==> src/rtl/mult_arb_pkg.sv <==
// Shared types and defaults for the two-client multiplier arbiter.
package mult_arb_pkg;

    localparam int W_DEF       = 8;
    localparam int TIMEOUT_DEF = 64;

    typedef enum logic [2:0] {
        IDLE,
        GRANT,
        LOAD_HI,
        LOAD_LO,
        WAIT,
        DONE,
        ABORT
    } state_t;

    typedef logic [1:0] half_idx_t;

endpackage

==> src/rtl/mult_arb_timer.sv <==
// WAIT-state cycle counter; expired flags the last permitted cycle (TIMEOUT-1).
module mult_arb_timer #(
    parameter int TIMEOUT = 64
) (
    input  logic clk,
    input  logic rst,
    input  logic clear,
    input  logic enable,
    output logic expired
);

    localparam int CW = (TIMEOUT > 1) ? $clog2(TIMEOUT) : 1;
    localparam logic [CW-1:0] LAST = CW'(TIMEOUT - 1);

    logic [CW-1:0] count;

    assign expired = (count == LAST);

    always_ff @(posedge clk) begin
        if (rst || clear) begin
            count <= '0;
        end else if (enable && !expired) begin
            count <= count + CW'(1);
        end
    end

endmodule

==> src/rtl/mult_arbiter.sv <==
// Round-robin arbiter feeding two clients' operands to a shared serial multiplier.
//   state   | meaning
//   IDLE    | waiting for req0/req1, winner latched on exit
//   GRANT   | one-cycle m_start strobe
//   LOAD_HI | m_get high, current half on m_data
//   LOAD_LO | m_get low, half held; advance index
//   WAIT    | waiting for m_ready, bounded by timer
//   DONE    | done pulse for granted client
//   ABORT   | err pulse after timeout
module mult_arbiter
    import mult_arb_pkg::*;
#(
    parameter int W       = W_DEF,
    parameter int TIMEOUT = TIMEOUT_DEF
) (
    input  logic           clk,
    input  logic           rst,
    input  logic           req0,
    input  logic           req1,
    input  logic [W-1:0]   a0,
    input  logic [W-1:0]   b0,
    input  logic [W-1:0]   a1,
    input  logic [W-1:0]   b1,
    output logic           gnt0,
    output logic           gnt1,
    output logic           done0,
    output logic           done1,
    output logic           err,
    output logic [2*W-1:0] prod_out,
    output logic           m_start,
    output logic           m_get,
    output logic [W/2-1:0] m_data,
    input  logic           m_ready,
    input  logic [2*W-1:0] m_prod
);

    localparam int H = W / 2;

    state_t         state, state_d;
    half_idx_t      idx;
    logic           client;
    logic           last;
    logic [W-1:0]   op_a, op_b;
    logic [H-1:0]   half_cur;
    logic           winner;
    logic           any_req;
    logic           expired;

    mult_arb_timer #(.TIMEOUT(TIMEOUT)) u_timer (
        .clk     (clk),
        .rst     (rst),
        .clear   (state != WAIT),
        .enable  (state == WAIT),
        .expired (expired)
    );

    // Tie goes to the client that was not served last.
    always_comb begin
        any_req = req0 | req1;
        winner  = (req0 && req1) ? ~last : req1;
    end

    always_comb begin
        half_cur = '0;
        case (idx)
            2'd0: half_cur = op_a[H-1:0];
            2'd1: half_cur = op_a[W-1:H];
            2'd2: half_cur = op_b[H-1:0];
            2'd3: half_cur = op_b[W-1:H];
            default: half_cur = '0;
        endcase
    end

    always_comb begin
        state_d = state;
        m_start = 1'b0;
        m_get   = 1'b0;
        m_data  = '0;
        done0   = 1'b0;
        done1   = 1'b0;
        err     = 1'b0;
        case (state)
            IDLE:    if (any_req) state_d = GRANT;
            GRANT: begin
                m_start = 1'b1;
                state_d = LOAD_HI;
            end
            LOAD_HI: begin
                m_get   = 1'b1;
                m_data  = half_cur;
                state_d = LOAD_LO;
            end
            LOAD_LO: begin
                m_data  = half_cur;
                state_d = (idx == 2'd3) ? WAIT : LOAD_HI;
            end
            // success has priority over a simultaneous timeout
            WAIT: begin
                if (m_ready)      state_d = DONE;
                else if (expired) state_d = ABORT;
            end
            DONE: begin
                done0   = ~client;
                done1   = client;
                state_d = IDLE;
            end
            ABORT: begin
                err     = 1'b1;
                state_d = IDLE;
            end
            default: state_d = IDLE;
        endcase
    end

    always_ff @(posedge clk) begin
        if (rst) begin
            state    <= IDLE;
            idx      <= '0;
            client   <= 1'b0;
            last     <= 1'b1;
            op_a     <= '0;
            op_b     <= '0;
            gnt0     <= 1'b0;
            gnt1     <= 1'b0;
            prod_out <= '0;
        end else begin
            state <= state_d;
            case (state)
                IDLE: begin
                    if (any_req) begin
                        client <= winner;
                        op_a   <= winner ? a1 : a0;
                        op_b   <= winner ? b1 : b0;
                        gnt0   <= ~winner;
                        gnt1   <= winner;
                        idx    <= '0;
                    end
                end
                LOAD_LO: idx <= idx + 2'd1;
                WAIT:    if (m_ready) prod_out <= m_prod;
                DONE, ABORT: begin
                    last <= client;
                    gnt0 <= 1'b0;
                    gnt1 <= 1'b0;
                end
                default: ;
            endcase
        end
    end

endmodule

==> config.mk <==
export PLATFORM = sky130hd
export DESIGN_NAME = mult_arbiter
export DESIGN_NICKNAME = d
export VERILOG_FILES = /design/src/rtl/mult_arb_pkg.sv /design/src/rtl/mult_arb_timer.sv /design/src/rtl/mult_arbiter.sv
export SDC_FILE = /design/constraint.sdc
export NUM_CORES = 1
export LEC_CHECK = 0
export ABC_AREA = 1
export CAP_MARGIN = 20
export CORE_MARGIN = 4
export CORE_UTILIZATION = 42
export CTS_CLUSTER_DIAMETER = 40
export CTS_CLUSTER_SIZE = 14
export DETAILED_ROUTE_END_ITERATION = 10
export PLACE_DENSITY = 0.73
export SYNTH_ARGS = -nofsm -noshare
export SYNTH_HDL_FRONTEND = slang
export SYNTH_HIERARCHICAL = 1
export SYNTH_SLANG_ARGS = --single-unit
==> constraint.sdc <==
create_clock -name clk -period 1.5 [get_ports clk]
set_input_delay 0.3 -clock clk [delete_from_list [all_inputs] [get_ports clk]]
set_output_delay 0.3 -clock clk [all_outputs]
set_load 0.03 [all_outputs]
==> results of run 1 <==
==> area by class of cell <==
type	instances	area, µm²	share of cell area, %
Multi-Input combinational cell	260	1450	37.7
Timing Repair Buffer	104	1050	27.4
Sequential cell	47	965	25.2
Inverter	40	175	4.58
Clock buffer	7	96.3	2.52
Tap cell	72	90.1	2.35
Clock inverter	1	7.51	0.196
==> cells by family (layout without fill, tap and decap cells) <==
family / after synthesis / in the layout / share of synthesized area [%]
flops: 47 / 47 / 38.0
fa+ha+maj: 5 / 5 / 2.53
compound gates: 55 / 55 / 12.1
simple gates: 198 / 200 / 35.9
buf+inv: 53 / 152 / 11.4
==> final timing paths <==
| kind | from | to | slack [ps] | cells past startpoint |
|---|---|---|---|---|
| worst max register to register | state[0] | op_b[0] | 60 | 7 |
| worst max-delay path | idx[1] | m_data[0] | -270 | 7 |
| worst min-delay path | prod_out[15] | prod_out[15] | 460 | 2 |
| worst min register to register | prod_out[15] | prod_out[15] | 460 | 2 |
==> metal layers <==
layer  wire length, µm  vias up  global-route usage, %  share of wire [%]
li1                  -     1334                      -                  -
met1              2910     1173                   22.4                 44
met2              3420       46                   28.4                 52
met3               217        6                   2.26                3.3
met4                80        0                   5.04                1.2
met5                 0        -                      0                  0
==> timing repair <==
item,CTS,global route
setup buffers,0,8
resized for setup,52,39
gates cloned,0,2
setup endpoints to repair,27,21
pin swaps,7,15
==> cell usage in the layout (no fill, tap or decap), types with 3 or more instances in the layout <==
| cell type | netlist | final |
|---|---|---|
| nor2_4 | 2 | 8 |
| inv_2 | 2 | 4 |
| clkdlybuf4s50_1 | 0 | 52 |
| o21ai_0 | 6 | 3 |
| inv_4 | 1 | 3 |
| dlygate4sd2_1 | 0 | 18 |
| buf_4 | 0 | 17 |
| buf_6 | 2 | 11 |
| nand4_1 | 3 | 3 |
| clkbuf_8 | 2 | 7 |
| a211oi_2 | 0 | 4 |
| nor2_2 | 0 | 4 |
| nand2_2 | 9 | 14 |
| buf_12 | 0 | 6 |
| ha_4 | 0 | 5 |
| dfxtp_1 | 47 | 40 |
| nand3_1 | 25 | 23 |
| a21oi_1 | 23 | 23 |
| nor2_1 | 68 | 60 |
| o21ai_1 | 18 | 21 |
| dfxtp_4 | 0 | 6 |
| nand2_1 | 83 | 77 |
| inv_1 | 36 | 30 |
| nand2_4 | 2 | 3 |
==> critical path: stages (launching register included) <==
cell,delay (ps)
dfxtp_4,400
inv_4,60
ha_4,170
nand2_1,60
nand2_1,80
a211oi_2,190
nor2_2,80
buf_12,140
==> flip-flops by register name (all words and copies together), names as in the netlist <==
| signal | cells |
|---|---|
| prod_out | 16 |
| op_a | 8 |
| op_b | 8 |
| u_timer/count | 6 |
| state | 3 |
| idx | 2 |
| client | 1 |
| gnt0 | 1 |
| gnt1 | 1 |
| last | 1 |
==> where the power goes <==
group	internal, mW	total (mW)	switching, mW
Combinational	0.370	0.750	0.380
Clock	0.419	0.831	0.412
Sequential	1.32	1.38	0.0631
==> stage by stage <==
stage                     hold slack, ps  power (mW)  setup WS (ps)
after global placement               447        2.03           -210
after detailed placement             453        2.04           -247
after floorplan                      371        1.77          -15.5
after global routing                 480        3.11           -325
after CTS                            463        2.89           -291
final                                460        2.96           -270
==> results.txt, run 1 <==
* Result of the run: finished, violations left
- The checks that failed: setup timing.
- CTS buffer count: 5
- Vias after detailed routing: 2,559
- Global routing finished with a remaining overflow of 0.
- The floorplan step defined a die boundary enclosing roughly 0.0072 mm².
- Total cell area at the placement stage: about 0.0034 mm²
- The critical path in this run is classified as flip-flop to output pin.
- From synthesis to final layout, the design area changed by 54.7%.
- In this run the static leakage power is 1.72 nW.
* Post-layout min period: 1770 ps
* Final max-slew violation count: 0
- # fillers: 485
* Most common library cells after synthesis: nand2_1 (83), nor2_1 (68), dfxtp_1 (47)
- Post-synthesis cell count: 358
- From left edge to right edge, the die measures 84.8 µm.
- Proportion of netlist area held by the largest area contributor: 38.0%
* Via count of the first global-routing pass: 2,277
- After clock tree synthesis, the clock-pin slew on the worst setup and hold paths is 90 ps.
- Cts-stage hold buffer count: 0
* Post-route DRC violation count: 0
- TritonCTS clock tree: yes
- Starting utilization of the core area: 44.1%
- Tightest slew margin relative to the limit: 78.4%
- Routed Antenna Nets: 0
- After detailed routing, the average wire length per cell comes to 12.5 µm.
- Mean cell area of the mapped netlist: 6.91 µm²
- CP required: 1200 ps
- In this run the core area contains 27 standard-cell rows.
* Clock skew: 8.32 ps
- The first global-routing pass estimated about 10,000 µm of wire.
- Synthesis instantiated 31 different standard cells from the library.
- The finished layout holds around 530 standard cells, fillers aside.
- In the post-route analysis, the smallest setup slack over all paths is -270 ps.
- #FFs+latches synth: 47
* Peak clock frequency supported by timing: 565 MHz
- Among all cell types in the netlist, the one instantiated most often is nand2_1.
- The number of antenna diodes in the final layout is 0.
- Maximum clock insertion buffer count: 2
- Maxcap violations: 0
- The total count of hold-check failures in the final report came to 0.
- In this run the tool buffered the top-level ports with 79 buffer cells.
- Final GP Congestion: 0.804
- The Yosys step of the flow raised 6 warnings.
- Main area contributors after synthesis: dfxtp_1 (38%), nand2_1 (13%), nor2_1 (10%)
- STA classifies the critical path startpoint as a flip-flop.
* Number of iterations in the first detailed-routing pass: 4
- Data on the critical path arrives at its endpoint at 1470 ps.
* Share of post-route cells with drive strength above 1: 22.9%
- Path type of the worst min-delay path: flip-flop to flip-flop
- Core ar.: around 0.0056 mm²
- Number of H-tree branching levels: 2
- Once layout is complete, the utilization of the core stands at 68.3%.
- The root buffer cell chosen for the clock tree is clkbuf_8.
- Post-synthesis cell type with the largest combined area: dfxtp_1
- Counting flops with an async set or reset pin after synthesis yields a share of 0%.
- Post-Syn Nets: 416
* Die Span Y: 84.8 µm
- Count of boundary I/O pins: 80
- For this design the ratio of total power to cell area is 774 mW/mm².
- Entering global routing, the biggest net connects 35 pins.
- After detailed routing, the number of vias per cell comes to 4.82.
- The number of antenna violations at the first check in global routing is 0.
- Slew at the pin closest to its max-slew limit: around 320 ps
- Sequential share of the synthesized area: 38.0%
- Clock tree synthesis found a total of 47 sinks.
- The first routing iteration left 152 violations.
* Setup TNS: -1020 ps
- Mapped Area: 0.00247 mm²
* Max VDD drop: 459 µV
- Once layout is done, the placed cells without fillers occupy ~0.0038 mm².
* Cell count after placement: 514
* Final cycle utilization of the critical path: 118%
- Most used flip-flop cell after synthesis: dfxtp_1
- Total GRT Usage: 16.9%
- Maximum fanout along the worst path: 4
- Number of flops mapped to enable cells by yosys: 0
- After legalization and detailed placement, the total HPWL measured 4530 µm.
- Setup violations remaining at the end of the flow were counted as 4.
* DRT Wirelength: 6640 µm
- Setup repair after global routing could not meet its margin everywhere.
- Type of element capturing the critical path: output pin
* Total number of nets in the final design: 516
- For the worst-skew pair, the clock arrives at the later sink with an insertion delay of 290 ps.
Note: power is estimated with default switching activity, not from simulation.
==> inputs of run 2 (changes only) <==
Settings changed: CORE_UTILIZATION 42 to 45, DONT_BUFFER_PORTS set to 1, PLACE_DENSITY 0.73 to 0.58.
==> results.txt, run 2 (same netlist as run 1, synthesis figures left out) <==
- The largest single stage delay on the critical path is approximately 370 ps.
- The most critical setup path has its startpoint at idx[1].
* Worst Path Buf+Inv: 2
- Final GP Congestion: between 0.7 and 0.8
- After floorplanning, the core was divided into 26 placement rows.
- Summing all multi-input logic gate instances after layout gives ~0.0017 mm².
* Max VDD drop: 573 µV
- Total number of nets in the final design: 458
- Along the worst hold path, the cell count comes to 1.
* Static leakage: roughly 1.5 nW
- TritonCTS clock tree: yes
- Counting flops per register, the top entry is prod_out.
- Setup slack of the worst register-to-register path: -40 ps
- Clock tree synthesis selected as its root buffer the cell clkbuf_8.
- 80 I/O pins were placed.
- Total GRT Usage: 17.5%
- Wirelength per Cell: 14.2 µm
* Worst hold path startpoint: rst
- Peak clock frequency supported by timing: 576 MHz
- Unrepaired setup endpoints after global routing: yes
* Slew at the pin closest to its max-slew limit: 355 ps
* Number of H-tree branching levels: 2
- Entering global routing, the biggest net connects 34 pins.
- For this configuration, the core starts out at a cell density of between 40% and 50%.
- Routed Antenna Nets: 0
- Sinks on Clock Net: 47
- Maximum clock insertion buffer count: 2
- Instance count on the critical path: 7
- The number of global-route vias before repair is around 2,100.
* Number of antenna violations at the first check in global routing: 0
- In this run the worst hold path is classified as input pin to flip-flop.
- The number of antenna diodes in the final layout is 0.
* Clock skew: 7.46 ps
- Across the whole layout, storage elements account for approximately 960 µm².
* DRT Wirelength: between 6000 and 7000 µm
- For hold timing, the worst endpoint is prod_out[12].
* Maximum fanout along the worst path: 4
- In this design, the largest share of critical-path delay is due to flip-flops.
- Half-perimeter wire length of the detailed placement result: approximately 4000 µm
* Kind of critical path: flip-flop to output pin
- # fillers: 412
* Number of flip-flops in the largest register: 16
- Worst flop-to-flop path endpoint: u_timer/count[1]
- In the final timing run, aggregate negative setup slack is -948 ps.
- Global-route wire length before repair: 9290 µm
* # setup viols final: 13
- Category of the worst setup path launch point: flip-flop
- The die is between 80 and 90 µm tall.
- Post-layout min period: between 1500 and 2000 ps
- Overall power consumption: 3.14 mW
- After detailed placement, the total cell area comes to 0.00270 mm².
* Count of buffers inserted at the top-level ports: 0
- The later pin in the worst-skew pair is clocked with a latency of 300 ps.
- Before CTS, the worst setup slack after placement is -78.6 ps.
- Clock-pin slew was measured on the worst setup and hold paths at 90 ps.
- Post-route DRC violation count: 0
- Across all setup checks in the final design, the least slack found is -237 ps.
- Type of element capturing the critical path: output pin
- Most common cell after layout, fill and taps aside: nand2_1
* Largest regs: prod_out x16, op_a x8, op_b x8
* CTS buffer count: 5
- Most frequent cells in the layout: nand2_1 (61), nor2_1 (50), dfxtp_1 (40), inv_1 (29), nand2_2 (21)
- Worst-path cell chain: buf_6 -> ha_4 -> nand2_1 -> nand2_1 -> a211oi_2 -> nor2_2 -> buf_6
- The tool flagged a number of max-cap violations equal to 0.
- Total power density per cell area: around 850 mW/mm²
- Core ar.: about 0.0052 mm²
- Hold repair after CTS inserted 0 buffers.
- Non-Filler Cell Area, Final: between 0.003 and 0.004 mm²
- The die covers about 0.0068 mm².
- The flow ran to the end, but the final reports show violations.
- The detailed router finished its first iteration with 71 violations.
- In this run the critical register-to-register path is launched from state[0].
* Number of iterations in the first detailed-routing pass: 4
- Using the TritonRoute via totals, the vias-per-cell ratio works out to 5.11.
* CP required: 1200 ps
- Tightest slew margin relative to the limit: about three quarters
* Final max-slew violation count: 0
* Global-route congestion overflow total: 0
- In the final layout, the share of cells above drive strength 1 is 43.4%.
- In the finished design, the share of the clock period the worst path needs comes to 116%.
* Vias after detailed routing: 2,405
- In this run the horizontal extent of the chip is 82.2 µm.
- Compared with the post-synthesis result, the final layout area differs by 48.6%.
* Number of hold violations in the final report: 0
* Violations in the final reports: setup timing
* Arr. time, crit path: 1440 ps
* Master of the slowest instance on the critical path: dfxtp_4
- FF-to-FF path depth: 11
==> run 2: routing by layer <==
metal / wire length [µm] / GRT usage (%)
met1: 3100 / 23.2
met2: 3170 / 28.3
met3: 324 / 4.01
met4: 97 / 5.48
met5: 0 / 0
==> run 2: cell type report <==
cell class,instances,area share [%]
Multi-Input combinational cell,260,47.5
Sequential cell,47,26.1
Timing Repair Buffer,46,15.6
Inverter,40,5.21
Tap cell,70,2.38
Clock buffer,6,2.25
Clock inverter,2,0.953
==> run 2: worst max-delay path by stage <==
| stage | end | slack [ps] |
|---|---|---|
| detailed placement | m_data[2] | -80 |
| CTS | m_data[2] | -270 |
| global placement | m_data[2] | -20 |
| global route | m_data[1] | -290 |
| floorplan | m_data[0] | -20 |
| finish | m_data[2] | -240 |
==> run 2: power breakdown <==
group | leakage, nW | total, mW | switching [mW] | internal, mW
Combinational | 1.06 | 0.758 | 0.395 | 0.363
Clock | 0.0612 | 0.986 | 0.446 | 0.540
Sequential | 0.388 | 1.40 | 0.0748 | 1.32
==> run 2: stage by stage <==
stage	cells	hold WS [ps]	util (%)
2_1_floorplan	358	371	-
3_3_place_gp	441	372	51.9
3_5_place_dp	441	374	51.9
4_1_cts	453	39.9	57.2
5_1_grt	471	25.6	70.6
6_report	471	41.5	70.6
==> run 2: repair_timing <==
item	CTS	global route
setup endpoints to repair	9	50
pin swaps	16	59
gates resized for setup	38	127
buffers inserted	4	13
cloned	0	7
==> inputs of run 3 (changes only) <==
Settings changed: CAP_MARGIN 20 to 10, CTS_CLUSTER_SIZE 14 to unset, HOLD_SLACK_MARGIN set to 0.15.
==> results.txt, run 3 (same netlist as run 1, synthesis figures left out) <==
- Result of the run: finished, violations left
- Violations in the final reports: setup timing
- Overall power consumption: around 3.2 mW
- The worst setup path is launched from a flip-flop.
- The total overflow left after global routing is 0.
- The region available for standard cell placement spans between 0.005 and 0.006 mm².
- In this run the tool buffered the top-level ports with 0 buffer cells.
* Total die area: ~0.0068 mm²
* TritonCTS clock tree: yes
- # setup viols final: 32
- Number of hold violations in the final report: 0
- The HPWL after detailed placement is 4020 µm.
* Tightest slew margin relative to the limit: 23.6%
- Via count of the first global-routing pass: 2,216
- In this run the remaining antenna-violating nets after routing total 0.
- CTS buffer count: 5
- Dividing total power by cell area gives a power density of 822 mW/mm².
- CP required: 1200 ps
* Floorplan row count: 26
* Switching Fraction: between 20% and 30%
- In this run, the clock network consumes 30.6% of the power.
- Kind of critical path: flip-flop to output pin
- Of the available clock period, the critical path in the final layout requires 115%.
- Average vias per placed instance: 5.11
- Root buffer selected by CTS: clkbuf_8
* Maximum fanout along the worst path: 4
* Count of boundary I/O pins: 80
- Clock latency of the later-clocked register in the worst-skew pair: 300 ps
- Global routing consumed, over all layers together, 18.3% of the routing resources.
- Leaving out fill and tap cells, the most frequent cell in the layout is nand2_1.
* Total internal power: approximately 2.3 mW
* Area added between synthesis and finish: 57.0%
- Static leakage: ~1.6 nW
* Clock skew: between 6 and 7 ps
- In the final timing run, aggregate negative setup slack is -1940 ps.
* Die Span Y: 82.2 µm
- In the final design database the tool counted 475 nets.
- The register with the most flip-flops in the layout has 16 of them.
- Share of post-route cells with drive strength above 1: a little over two fifths
* Wirelength per Cell: 14.8 µm
* Register bank with the most flops: prod_out
* Fraction of met1 tracks used by global routing: 24.8%
- After clock tree synthesis, the clock-pin slew on the worst setup and hold paths is 90 ps.
- The first global-routing pass estimated 9720 µm of wire.
* Layer with the highest usage after global routing: met2
* Maximum number of pins on one net before global-route repair: 34
- The smallest clock period supported by the final layout is computed as 1730 ps.
- Slew at the pin closest to its max-slew limit: 1150 ps
- The initial utilization of the core area, before any placement, comes to a little under half.
* Most frequent cells in the layout: nand2_1 (52), nor2_1 (48), dfxtp_1 (41), inv_1 (29), nand2_2 (23)
* Final max-slew violation count: 0
- Wires add up to 7220 µm.
- Counting the fill cells in the layout gives 368.
- Die X-Extent: 82.2 µm
- In the final layout, flip-flops and latches occupy 958 µm².
- The clock passes through at most 2 buffers.
- Max VDD drop: 574 µV
- Post-route DRC violation count: 0
- The pre-antenna-repair detailed-routing pass consisted of 4 iterations.
- Number of antenna violations at the first check in global routing: 0
- CTS saw 47 sinks.
- In the final layout, the multi-input gates occupy approximately 0.0018 mm².
- The worst setup path is captured at an output pin.
- Worst Slack Setup Final: -230 ps
- In the final layout, the registers with the most flip-flops are prod_out x16, op_a x8, op_b x8.
- Combinational logic is responsible for 25.7% of the overall power.
- Setup repair after global routing could not meet its margin everywhere.
* Arr. time, crit path: 1430 ps
* Final GP Congestion: ~0.76
- Based on the critical path, the design can be clocked at up to 578 MHz.
* Path type of the worst min-delay path: input pin to flip-flop
- For this design the total switching power over the nets is 938 µW.
- Max-cap violations in this run came to 0.
- The detailed router placed ~2,500 vias in this run.
* Sequential share of power: 43.7%
- 0 antenna diodes ended up in the layout.
* DRC marker count from the first detailed-route iteration: ~150
* Met3 capacity usage during global routing: under 10%
- Met2 usage: 28.9%
* Number of H-tree branching levels: 2
-- run 3: changes by cell type in the layout (fill, tap and decap cells not counted), sizes merged --
| cell | before | now |
|---|---|---|
| buf | 42 | 41 |
| dlygate4sd3 | 0 | 17 |
| dlymetal6s4s | 0 | 1 |
-- run 3: path summary, 6_finish.rpt --
| kind | from | to | slack, ps | depth (start not counted) |
|---|---|---|---|---|
| min reg2reg | u_timer/count[1] | u_timer/count[1] | 510 | 2 |
| max reg2reg | state[0] | u_timer/count[1] | -70 | 11 |
| min | m_ready | prod_out[0] | 160 | 2 |
| max | idx[1] | m_data[2] | -230 | 7 |
-- run 3: critical path, stage by stage, from the launching register on --
cell and delay (ps):
dfxtp_4 370, buf_6 120, ha_4 170, nand2_1 50, nand2_1 60, a211oi_2 160, nor2_2 60, buf_6 130
-- run 3: power by group through the flow --
stage	clock network [mW]	registers [mW]	logic [mW]
finish	0.977	1.40	0.821
global route	1.05	1.40	0.895
CTS	0.995	1.39	0.566
detailed placement	0	1.41	0.468
global placement	0	1.41	0.460
floorplan	0	1.40	0.367
-- run 3: area by class of cell --
type / count / area share [%]
Timing Repair Buffer: 63 / 19.7
Tap cell: 70 / 2.25
Sequential cell: 47 / 24.7
Clock inverter: 2 / 0.902
Multi-Input combinational cell: 260 / 45.5
Clock buffer: 6 / 2.13
Inverter: 40 / 4.80
-- run 3: through the flow --
stage               hold WS, ps  setup WS, ps  instance area, µm²  utilization [%]  std cells
finish                      161          -230                3880             74.6        488
detailed placement          374         -78.6                2700             51.9        441
global placement            372         -22.8                2700             51.9        441
floorplan                   371         -15.5                2490                -        358
global route                147          -285                3880             74.6        488
CTS                         150          -270                3120             59.9        467
-- run 3: per-layer routing --
layer	part of all wire, %	up-vias
met5	0	-
met4	1.5	0
met3	5.4	10
met2	48	74
met1	45	1159
li1	-	1252
-- run 3: what timing repair did --
action                                  in CTS  in global routing
cloned                                       0                  7
endpoints found under the setup margin       9                 50
endpoints found under the hold margin       21                  4
resized for setup                           38                139
setup buffers                                4                 12
pin swaps                                   16                 55
hold buffers                                14                  4
